[src/rtl/traffic_pkg.sv]
// traffic_pkg: lamp encodings, controller states and shared helpers for the intersection controller
package traffic_pkg;

    typedef enum logic [1:0] {
        RED    = 2'd0,
        YELLOW = 2'd1,
        GREEN  = 2'd2
    } lamp_t;

    typedef enum logic [2:0] {
        HW_GREEN  = 3'd0,
        HW_YELLOW = 3'd1,
        ALLRED_A  = 3'd2,
        FW_GREEN  = 3'd3,
        FW_YELLOW = 3'd4,
        ALLRED_B  = 3'd5
    } state_t;

    // Counter width wide enough for the largest phase-length parameter
    function automatic int cnt_width(input int a, input int b, input int c, input int d, input int e);
        int m;
        m = a;
        m = (b > m) ? b : m;
        m = (c > m) ? c : m;
        m = (d > m) ? d : m;
        m = (e > m) ? e : m;
        return (m > 1) ? $clog2(m) : 1;
    endfunction

    function automatic lamp_t hw_lamp(input state_t s);
        return (s == HW_GREEN) ? GREEN : (s == HW_YELLOW) ? YELLOW : RED;
    endfunction

    function automatic lamp_t fw_lamp(input state_t s);
        return (s == FW_GREEN) ? GREEN : (s == FW_YELLOW) ? YELLOW : RED;
    endfunction

endpackage

[src/rtl/phase_timer.sv]
// phase_timer: cycles spent in the current phase; clears on phase change, saturates at SAT_CNT
module phase_timer #(
    parameter int W       = 3,
    parameter int SAT_CNT = 7
) (
    input  logic         clk,
    input  logic         reset,
    input  logic         clr_i,
    output logic [W-1:0] cnt_o
);

    localparam logic [W-1:0] SAT = W'(SAT_CNT);

    logic [W-1:0] cnt_q, cnt_d;

    // Next count: restart on a phase change, otherwise count up and hold at the ceiling
    always_comb begin
        cnt_d = clr_i ? '0 : (cnt_q >= SAT) ? cnt_q : cnt_q + 1'b1;
    end

    // Count register
    always_ff @(posedge clk) begin
        if (reset) cnt_q <= '0;
        else       cnt_q <= cnt_d;
    end

    assign cnt_o = cnt_q;

endmodule

[src/rtl/intersection_ctrl.sv]
// intersection_ctrl: highway/farm-road traffic light controller with pedestrian crossing request
module intersection_ctrl
    import traffic_pkg::*;
#(
    parameter int LONG_CYC   = 8,
    parameter int SHORT_CYC  = 3,
    parameter int ALLRED_CYC = 1,
    parameter int FW_MAX_CYC = 8,
    parameter int PED_CYC    = 5
) (
    input  logic       clk,
    input  logic       reset,
    input  logic       car_on_fw,
    input  logic       ped_req,
    output logic [1:0] hw_light,
    output logic [1:0] fw_light,
    output logic       ped_walk,
    output logic       hw_handover
);

    localparam int CW = cnt_width(LONG_CYC, SHORT_CYC, ALLRED_CYC, FW_MAX_CYC, PED_CYC);
    localparam logic [CW-1:0] LONG_L   = CW'(LONG_CYC - 1);
    localparam logic [CW-1:0] SHORT_L  = CW'(SHORT_CYC - 1);
    localparam logic [CW-1:0] ALLRED_L = CW'(ALLRED_CYC - 1);
    localparam logic [CW-1:0] FW_MAX_L = CW'(FW_MAX_CYC - 1);
    localparam logic [CW-1:0] PED_L    = CW'(PED_CYC - 1);

    state_t        state_q, state_d, nxt;
    lamp_t         hw_q, fw_q;
    logic          walk_q;
    logic          ped_pend_q, ped_pend_d;
    logic          ped_mode_q, ped_mode_d;
    logic          go, demand, enter_fw;
    logic [CW-1:0] cnt, fw_min;

    phase_timer #(
        .W       (CW),
        .SAT_CNT (FW_MAX_CYC - 1)
    ) u_timer (
        .clk   (clk),
        .reset (reset),
        .clr_i (state_d != state_q),
        .cnt_o (cnt)
    );

    // Phase-exit condition and successor for the current state
    always_comb begin
        demand = car_on_fw | ped_pend_q;
        fw_min = ped_mode_q ? PED_L : SHORT_L;
        go     = 1'b0;
        nxt    = HW_GREEN;
        case (state_q)
            HW_GREEN: begin
                go  = (cnt >= LONG_L) && demand;
                nxt = HW_YELLOW;
            end
            HW_YELLOW: begin
                go  = (cnt >= SHORT_L);
                nxt = ALLRED_A;
            end
            ALLRED_A: begin
                go  = (cnt >= ALLRED_L);
                nxt = FW_GREEN;
            end
            FW_GREEN: begin
                go  = ((cnt >= fw_min) && !car_on_fw) || (cnt >= FW_MAX_L);
                nxt = FW_YELLOW;
            end
            FW_YELLOW: begin
                go  = (cnt >= SHORT_L);
                nxt = ALLRED_B;
            end
            ALLRED_B: begin
                go  = (cnt >= ALLRED_L);
                nxt = HW_GREEN;
            end
            default: begin
                go  = 1'b1;
                nxt = HW_GREEN;
            end
        endcase
        state_d = go ? nxt : state_q;
    end

    // Pedestrian latch: pending request is consumed as the farm road turns green
    always_comb begin
        enter_fw   = (state_q == ALLRED_A) && go;
        ped_pend_d = enter_fw ? 1'b0 : (ped_req && state_q != FW_GREEN) ? 1'b1 : ped_pend_q;
        ped_mode_d = enter_fw ? (ped_pend_q | ped_req) : ped_mode_q;
    end

    // State, pedestrian flags and lamp registers decoded from the upcoming state
    always_ff @(posedge clk) begin
        if (reset) begin
            state_q    <= HW_GREEN;
            ped_pend_q <= 1'b0;
            ped_mode_q <= 1'b0;
            hw_q       <= GREEN;
            fw_q       <= RED;
            walk_q     <= 1'b0;
        end else begin
            state_q    <= state_d;
            ped_pend_q <= ped_pend_d;
            ped_mode_q <= ped_mode_d;
            hw_q       <= hw_lamp(state_d);
            fw_q       <= fw_lamp(state_d);
            walk_q     <= (state_d == FW_GREEN) && ped_mode_d;
        end
    end

    assign hw_light    = hw_q;
    assign fw_light    = fw_q;
    assign ped_walk    = walk_q;
    assign hw_handover = (state_q == HW_GREEN) && go;

endmodule

[config.mk]
export PLATFORM = sky130hd
export DESIGN_NAME = intersection_ctrl
export DESIGN_NICKNAME = d
export VERILOG_FILES = /design/src/rtl/traffic_pkg.sv /design/src/rtl/phase_timer.sv /design/src/rtl/intersection_ctrl.sv
export SDC_FILE = /design/constraint.sdc
export NUM_CORES = 1
export LEC_CHECK = 0
export CAP_MARGIN = 20
export CORE_AREA = 2 2 39 41
export CTS_BUF_LIST = sky130_fd_sc_hd__clkbuf_4
export CTS_CLUSTER_SIZE = 20
export DETAILED_ROUTE_END_ITERATION = 10
export DIE_AREA = 0 0 41 43
export GPL_TIMING_DRIVEN = 0
export PLACE_DENSITY = 0.85
export SLEW_MARGIN = 15
export SYNTH_ARGS = -nofsm -noshare
export SYNTH_HDL_FRONTEND = slang
export SYNTH_HIERARCHICAL = 1
export SYNTH_SLANG_ARGS = --single-unit
export TNS_END_PERCENT = 5
[constraint.sdc]
create_clock -name clk -period 3.2 [get_ports clk]
set_input_delay 0.8 -clock clk [delete_from_list [all_inputs] [get_ports clk]]
set_output_delay 0.8 -clock clk [all_outputs]
set_load 0.005 [all_outputs]
* Yosys cells after proc, flatten, opt, wreduce, memory -nomap -nowiden
Cells that the tools add are included.
Storage, ports and cells: register bits after elaboration 13, input bits 4, output and inout bits 6, logic and storage cells 49
Operators by class: add/subtract/negate cells 1, $lt $le $gt $ge 4, eq/ne operators 10, mux-type cells 8, bitwise logic cells 2, reductions and logical operators 16
Operators by type and width (count):
- 3-bit one-hot mux with 5 select lines | 1
- 2-bit OR reduction | 6
- 3-bit by 2-bit equality test with 1-bit output, second input constant | 3
- 3-bit equality test, second input constant | 3
- 3-bit by 1-bit equality test with 1-bit output, second input constant | 2
- 1-bit logical AND | 6
- 3-bit logical NOT | 2
- 3-bit two-way mux | 2
- 1-bit one-hot mux with 4 select lines | 1
- 3-bit by 1-bit adder with 3-bit output, second input constant | 1
- 3-bit by 1-bit >= comparator with 1-bit output, second input constant | 1
- 3-bit by 2-bit >= comparator with 1-bit output, second input constant | 1
- 3-bit >= comparator | 1
- 3-bit >= comparator, second input constant | 1
- 1-bit two-way mux | 3
- 3-bit by 2-bit != test with 1-bit output, second input constant | 1
- 3-bit != test | 1
- 2-bit two-way mux | 1
- 1-bit bitwise OR | 2
- 1-bit logical NOT | 1
- 1-bit logical OR | 1

* Depth between registers and ports, before layout
Gate-level depths: netlist of run 1.
depth in word-level cells 9, mapped depth 7, gate-level depth less buffers 7

* Cells and area by module
Netlist of run 1, hierarchy kept.
Modules (own cells, without submodules):
- intersection_ctrl | instances 1, cells an instance 61, area an instance 525.5 um^2, seq. area each 200.2 um^2
- phase_timer | instances 1, cells an instance 13, area an instance 151.4 um^2, seq. area each 60.1 um^2

* Least setup slack after synthesis of run 1
Ideal clock, no wire load.
path type input to output, start input car_on_fw, end output hw_handover, arrival time 1.188 ns, required time 2.400 ns, path slack 1.212 ns, stages 3, buffers on the path 0, cells stage by stage o2111a_1 nand2_1 nor2_1
On the way: cells in the longest elaborated chain, start to end 5, elaborated cells between the ends (all ways) 7, those cells by class mux: 1; bitwise: 1; reduce/logical: 5
RTL lines:
- start, declared | line intersection_ctrl.sv:13 | input logic car_on_fw,
- 1-bit logical NOT | line intersection_ctrl.sv:66 | go = ((cnt >= fw_min) && !car_on_fw) || (cnt >= FW_MAX_L);
- 1-bit logical AND | line intersection_ctrl.sv:66
- 1-bit logical OR | line intersection_ctrl.sv:66
- 1-bit one-hot mux with 4 select lines * | line intersection_ctrl.sv:52 | case (state_q)
- 1-bit logical AND * | line intersection_ctrl.sv:114 | assign hw_handover = (state_q == HW_GREEN) && go;
- end, declared | line intersection_ctrl.sv:18 | output logic hw_handover
Every way passes the cells marked *; elsewhere a longest branch is shown, timed or not.

* Worst setup path after layout of run 1
Same ends and word-level chain as after synthesis.

==> parameters.txt, run 1 <==
Parameter                              Value

Global routing
  First-pass GRT wire length    2270 µm
  Largest net degree at the start of global routing    11
  GRT Overall Usage    19.4%
  GRT overflow    0
  Antenna violations before repair    0
  Via count of the first global-routing pass    562

Yosys
  Number of nets in the synthesized netlist    82
  Sequential-to-total area share from yosys stat    38.4%
  Fraction of synthesized cell area taken by the top area cell type    38.4%
  Cell with the most instances after synthesis    dfxtp_1
  Number of enable-type register cells in the synthesized netlist    0
  Top cell types by occurrence after synthesis    13 x dfxtp_1, 8 x nor2_1, 6 x a21oi_1, 6 x nand2_1, 5 x inv_1
  Number of library cell types mapped by synthesis    28
  Async set or reset register ratio after synthesis    0%
  Most area-hungry cell type in the Yosys netlist    dfxtp_1
  Average cell area after synthesis    9.15 µm²
  Number of warning messages in the yosys log    6
  Mapped Area    677 µm²
  Synth Register Bits    13
  Prevailing post-synth register cell    dfxtp_1
  Synth top area cells    dfxtp_1 38%, ha_1 7.4%, a21oi_1 4.4%
  Mapped Cells    74

Worst setup path
  Buffers plus inverters on the worst setup path    2
  Crit path max fanout    3
  Family with the most delay on the worst path    buffers and inverters
  Critical path cell sequence    clkdlybuf4s50_1 > o2111a_1 > nand2_1 > nor2_1 > clkdlybuf4s50_1
  Type of the worst setup path    in -> out
  Arrival @ worst endpoint    2.24 ns
  Cell with the largest stage delay on the worst path    clkdlybuf4s50_1
  Max incr delay on CP    0.51 ns
  Type of origin of the critical path    input port
  Most frequent CP cell    clkdlybuf4s50_1
  Worst endpoint required time    2.40 ns
  Critical Path Sink Type    output port

Outcome
  Result of the run    finished clean

Finish
  Fraction of final layout cells with drive strength greater than 1    11.5%
  Final cell count without fillers    103
  Post-Layout Inst Area    817 µm²
  Ant. Diodes    0
  Fillers    130
  Net count of the finished layout    96
  Area Overhead vs Synth    20.7%

Clock network
  PostCTS Resize Cnt    0
  Clock tree root driver cell    clkbuf_4
  Clock-pin transition on the worst setup and hold timing paths    0.08 ns
  Number of levels the H-tree was split into    1
  Bufs on Longest Clock Path    2
  Post-CTS Setup Repair Bufs    0
  Number of sinks driven by the clock tree    13
  Clock tree from TritonCTS    done
  Hold bufs inserted after CTS    0
  Number of buffers created by CTS    3
  Clock latency at the later pin of the worst-skew pair    0.28 ns

Pwr
  Peak VDD IR    228 µV
  Post-route total power    0.338 mW
  Total power divided by cell area    414 nW/µm²
  Leakage power of the design    0.306 nW

Drt
  Final routed wire length divided by cell count    12.4 µm
  Iteration-0 DRC Markers    14
  Via/cell ratio    5.75
  Remaining routing DRC violations    0
  Remaining antenna violation count after routing    0
  Number of iterations in the first detailed-routing pass    4
  Vias after detailed routing    592
  Sum of routed wire length over all layers    1270 µm

Timing
  Final period utilization    95.0%
  Total negative setup slack    0 ns
  Unrepaired setup endpoints after global routing    false
  Fin. Hold Viols    0
  Min cycle time layout    3.04 ns
  Slew Limit Fails    0
  Relative slew slack    71.2%
  Slew at the pin with the worst max-slew slack    0.432 ns
  Final setup skew    0.00437 ns
  Highest achievable clock rate    329 MHz
  Number of setup violations in the final report    0

Placed design
  DP HPWL    956 µm
  Count of buffers inserted at the top-level ports    9
  GPL Wtd Cong    0.863
  Cell area after placement    787 µm²
  Placed cells    99

Die
  DIE HEIGHT    43 µm
  Site row count    14
  Die area    1760 µm²
  Number of ports placed on the die boundary    10
  Core area    1380 µm²
  Chip Width    41 µm
  Initial Util    48.9%

Job
  Max capacitance violation total    0

Min path
  Worst hold-check path type    reg -> reg
worst reg2reg max path, cell delays in order, from the launching register on:
cell and delay (ns):
dfxtp_1 0.52, inv_1 0.08, ha_1 0.27, nor2b_1 0.12, o211ai_1 0.26, nand2_1 0.12, o311a_1 0.39, a2111oi_2 0.29
kinds of logic (layout without fill, tap and decap cells):
kind of cell	count (synthesis)	after routing	share of synthesized area [%]
AO/OA/AOI/OAI	23	23	27.4
AND/OR/NAND/NOR	23	23	15.7
flip-flops	13	13	38.4
buffers and inverters	9	22	8.13
adder cells (fa/ha/maj)	4	4	7.39
multiplexers	2	2	2.96
metal layers:
metal	global-route usage, %	vias up	wire length (µm)
li1	-	297	-
met1	24.2	280	553
met2	26.9	10	632
met3	6.28	5	44
met4	13.3	0	44
met5	0	-	0
path summary, 6_finish.rpt:
kind | startpoint | to | slack [ns] | cells after the start
worst max-delay path | car_on_fw | hw_handover | 0.16 | 5
worst min-delay path | ped_pend_q | ped_pend_q | 0.52 | 2
worst max register to register | u_timer/cnt_o[1] | u_timer/cnt_o[0] | 1.05 | 7
worst min register to register | ped_pend_q | ped_pend_q | 0.52 | 2
power by group:
part,switching [mW],leakage (nW),internal (mW)
clock network,0.0531,0.0184,0.0569
registers,0.0139,0.106,0.168
logic,0.0237,0.182,0.0222
sequential cells by signal, summed over array words and instances, names as in the netlist:
| register | count |
|---|---|
| state_q | 3 |
| u_timer/cnt_o | 3 |
| fw_light | 2 |
| hw_light | 2 |
| ped_mode_q | 1 |
| ped_pend_q | 1 |
| ped_walk | 1 |
area by class of cell:
class	instances	area, µm²	share of cell area [%]
Multi-Input combinational cell	52	362	44.3
Clock buffer	4	30.0	3.68
Sequential cell	13	260	31.9
Timing Repair Buffer	9	90.1	11.0
Tap cell	16	20.0	2.45
Inverter	5	18.8	2.30
Buffer	4	36.3	4.44
metrics by stage:
stage	hold WS, ns	setup slack (ns)	util [%]
after floorplan	0.462	1.21	-
after global placement	0.479	0.199	56.9
after detailed placement	0.509	0.165	56.9
after CTS	0.524	0.163	59.0
after global routing	0.537	0.0814	59.0
final	0.521	0.159	59.0
cell usage in the layout (no fill, tap or decap):
cell,instances
dfxtp_1,13
clkdlybuf4s50_1,9
nor2_1,8
nand2_1,6
a21oi_1,6
inv_1,5
o21ai_0,4
ha_1,4
clkbuf_4,4
nor2b_1,2
o211ai_1,2
nand3_1,2
nor4_1,2
a2111oi_2,2
mux2i_1,2
a211oi_1,2
clkbuf_8,1
a32oi_1,1
buf_4,1
buf_6,1
o21bai_4,1
o2111a_1,1
o311a_1,1
buf_1,1
a2111o_1,1
nand2b_1,1
a211o_1,1
nor3_1,1
or4_1,1
a31oi_1,1
No activity file was read; power rests on OpenSTA's default activity.
==> run 2, diff against run 1 <==
--- a/config.mk
+++ b/config.mk
@@ -5,12 +5,12 @@
 export SDC_FILE = /design/constraint.sdc
 export NUM_CORES = 1
 export LEC_CHECK = 0
+export ABC_CLOCK_PERIOD_IN_PS = 2600
 export CAP_MARGIN = 20
-export CORE_AREA = 2 2 39 41
+export CORE_UTILIZATION = 49
 export CTS_BUF_LIST = sky130_fd_sc_hd__clkbuf_4
 export CTS_CLUSTER_SIZE = 20
 export DETAILED_ROUTE_END_ITERATION = 10
-export DIE_AREA = 0 0 41 43
 export GPL_TIMING_DRIVEN = 0
 export PLACE_DENSITY = 0.85
 export SLEW_MARGIN = 15
==> constraint.sdc (replaced) <==
create_clock -name clk -period 2.6 [get_ports clk]
set_input_delay 0.65 -clock clk [delete_from_list [all_inputs] [get_ports clk]]
set_output_delay 0.65 -clock clk [all_outputs]
set_load 0.005 [all_outputs]
==> run 2 against run 1 <==
Sequential share of layout area is 0.29 points lower. Worst setup slack worse by 0.0029 ns. Routed wire length shrank 3.0%. First-iteration DRC count down 29%. Final cell count unchanged. Register-to-register slack lost 0.62 ns. Cell area increased by 0.92%. Clock skew decreased by 0.0031 ns. Global-route usage rose by 1.2 points. Clock-buffer cell count is the same. Combinational power up 22%. Critical endpoint unchanged. Largest cell class unchanged.
==> parameters.txt, run 2 (synthesized netlist as in run 1, its figures left out) <==
Parameter                              Value

Die
  Number of ports placed on the die boundary    10 (unchanged)
  Die area    1530 µm² (-13%)
  Core area    1280 µm² (-7.1%)
  Initial Util    52.7% (+3.8 points)
  Chip Width    39.2 µm (-4.5%)
  Site row count    13 (-1)
  DIE HEIGHT    39.2 µm (-8.9%)

Pwr
  Int Pwr    0.305 mW (+23%)
  Peak VDD IR    300 µV (+32%)
  Clock share of power    32.8% (+0.3 points)
  Combinational share of power    13.4% (-0.2 points)
  Switching share of power    26.9% (+0.10 points)
  Leakage power of the design    0.316 nW (+3.5%)
  Sequential power share    53.8% (about the same)
  Switching Power    0.112 mW (+24%)
  Total power divided by cell area    506 nW/µm² (+22%)

Drt
  Vias after detailed routing    587 (-0.84%)
  Iteration-0 DRC Markers    10 (-4)
  Remaining antenna violation count after routing    0 (unchanged)
  Via/cell ratio    5.70 (-0.84%)
  Final routed wire length divided by cell count    12.0 µm (-3.0%)
  Remaining routing DRC violations    0 (unchanged)
  Sum of routed wire length over all layers    1240 µm (-3.0%)
  Number of iterations in the first detailed-routing pass    4 (unchanged)

Worst setup path
  Max incr delay on CP    0.48 ns (-0.03 ns)
  Arrival @ worst endpoint    1.79 ns (-0.45 ns)
  Crit path max fanout    3 (unchanged)
  Startpoint of the most critical register-to-register path    u_timer/cnt_o[1]
  Cell with the largest stage delay on the worst path    clkdlybuf4s50_1
  Cells on worst reg2reg path    7 (unchanged)
  Critical Path Start    car_on_fw
  Critical path cell sequence    clkdlybuf4s50_1 > o2111a_1 > nand2_2 > nor2_1 > dlygate4sd2_1
  RR Endpoint    u_timer/cnt_o[0]
  Type of origin of the critical path    input port
  Type of the worst setup path    in -> out
  Worst endpoint required time    1.95 ns (-0.45 ns)
  Setup slack on the worst flop-to-flop path    0.43 ns (-0.62 ns)
  Critical Path Sink Type    output port

Finish
  Ant. Diodes    0 (unchanged)
  Reg area    260 µm² (unchanged)
  Area of the multi-input gates    364 µm² (+0.69%)
  Fillers    117 (-10%)
  Leading cell type in the layout, fill and taps excluded    dfxtp_1
  Most used cells in the layout excluding fill and tap cells    13 x dfxtp_1, 8 x nor2_1, 8 x clkdlybuf4s50_1, 6 x a21oi_1
  Area Overhead vs Synth    21.8%
  Fraction of final layout cells with drive strength greater than 1    13.6% (+2.1 points)
  Net count of the finished layout    97 (+1.0%)
  Final Core Density    64.2% (+5.1 points)

Min path
  Capture endpoint of the worst hold path    ped_pend_q
  Start point of the worst min-delay path    ped_pend_q
  Instance count along the most critical hold path    2 (unchanged)
  Worst hold-check path type    reg -> reg

Global routing
  Antenna violations before repair    0 (unchanged)
  GRT overflow    0 (unchanged)
  Via count of the first global-routing pass    479 (-15%)
  Largest net degree at the start of global routing    11 (unchanged)
  First-pass GRT wire length    2100 µm (-7.6%)
  GRT Overall Usage    20.5% (+1.2 points)

Clock network
  Number of buffers created by CTS    3 (unchanged)
  Number of sinks driven by the clock tree    13 (unchanged)
  Clock latency at the later pin of the worst-skew pair    0.28 ns (about the same)
  Clock tree root driver cell    clkbuf_4
  Bufs on Longest Clock Path    2 (unchanged)
  Clock-pin transition on the worst setup and hold timing paths    0.08 ns (about the same)
  Clock tree from TritonCTS    done
  Number of levels the H-tree was split into    1 (unchanged)

Timing
  Number of setup violations in the final report    0 (unchanged)
  Min cycle time layout    2.44 ns
  Slew Limit Fails    0 (unchanged)
  Fin. Hold Viols    0 (unchanged)
  Unrepaired setup endpoints after global routing    false
  Total negative setup slack    0 ns (unchanged)
  Relative slew slack    71.2% (about the same)
  Post-route worst hold slack    0.517 ns (-0.00418 ns)
  Final setup skew    0.00129 ns (-0.00308 ns)
  Slew at the pin with the worst max-slew slack    0.432 ns (+0.000553 ns)
  Final period utilization    94.0%
  Highest achievable clock rate    409 MHz

Placed design
  Count of buffers inserted at the top-level ports    9 (unchanged)
  GPL Wtd Cong    0.747 (-13%)
  DP HPWL    863 µm (-9.8%)

Job
  Max capacitance violation total    0 (unchanged)

Outcome
  Result of the run    finished clean
run 2: cell types whose count changed in the layout (fill, tap and decap cells not counted):
cell / before / now
dlygate4sd2_1: 0 / 1
nand2_2: 0 / 1
nand2_1: 6 / 5
clkdlybuf4s50_1: 9 / 8
buf_4: 1 / 2
run 2: area by class of cell:
| cell class | count | area share, % |
|---|---|---|
| Timing Repair Buffer | 10 | 11.7 |
| Tap cell | 15 | 2.28 |
| Buffer | 4 | 4.40 |
| Inverter | 5 | 2.28 |
| Sequential cell | 13 | 31.6 |
| Clock buffer | 4 | 3.64 |
| Multi-Input combinational cell | 52 | 44.2 |
run 2: power groups by stage:
| stage | Combinational, mW | Clock, mW | Sequential [mW] |
|---|---|---|---|
| after global placement | 0.0536 | 0 | 0.228 |
| after CTS | 0.0567 | 0.141 | 0.224 |
| after global routing | 0.0639 | 0.149 | 0.227 |
| after floorplan | 0.0416 | 0 | 0.225 |
| after detailed placement | 0.0556 | 0 | 0.229 |
| final | 0.0559 | 0.137 | 0.224 |
run 2: worst max path at each step:
stage                                   to  depth (start not counted)
after CTS                      hw_handover                          5
after floorplan           u_timer/cnt_o[0]                          7
after global placement         hw_handover                          5
final                          hw_handover                          5
after detailed placement       hw_handover                          5
after global routing           hw_handover                          5
run 2: stage by stage:
stage | cell area (µm²) | power (mW) | setup WS (ns) | cells
3_5_place_dp | 786 | 0.284 | -0.0964 | 98
2_1_floorplan | 677 | 0.266 | 0.672 | 74
5_1_grt | 825 | 0.439 | 0.0573 | 103
4_1_cts | 825 | 0.422 | 0.158 | 103
6_report | 825 | 0.417 | 0.156 | 103
3_3_place_gp | 786 | 0.282 | -0.0919 | 98
run 2: per-layer routing:
| layer | part of all wire [%] | global-route usage (%) | wire, µm |
|---|---|---|---|
| met1 | 51 | 27.7 | 628 |
| met4 | 3.2 | 10.3 | 40 |
| met2 | 42 | 29.6 | 520 |
| met5 | 0 | 0 | 0 |
| met3 | 3.7 | 5.20 | 46 |
run 2: repair_timing:
action / 4_1_cts / 5_1_grt
hold buffers: 0 / 0
gates resized for setup: 2 / 0
setup endpoints to repair: 1 / 0
setup buffers: 1 / 0
run 2: critical path: cells and delay by family:
family | cells | cell delay [ns]
buffers and inverters | 2 | 0.71
AND/OR/NAND/NOR | 2 | 0.18
AO/OA/AOI/OAI | 1 | 0.25
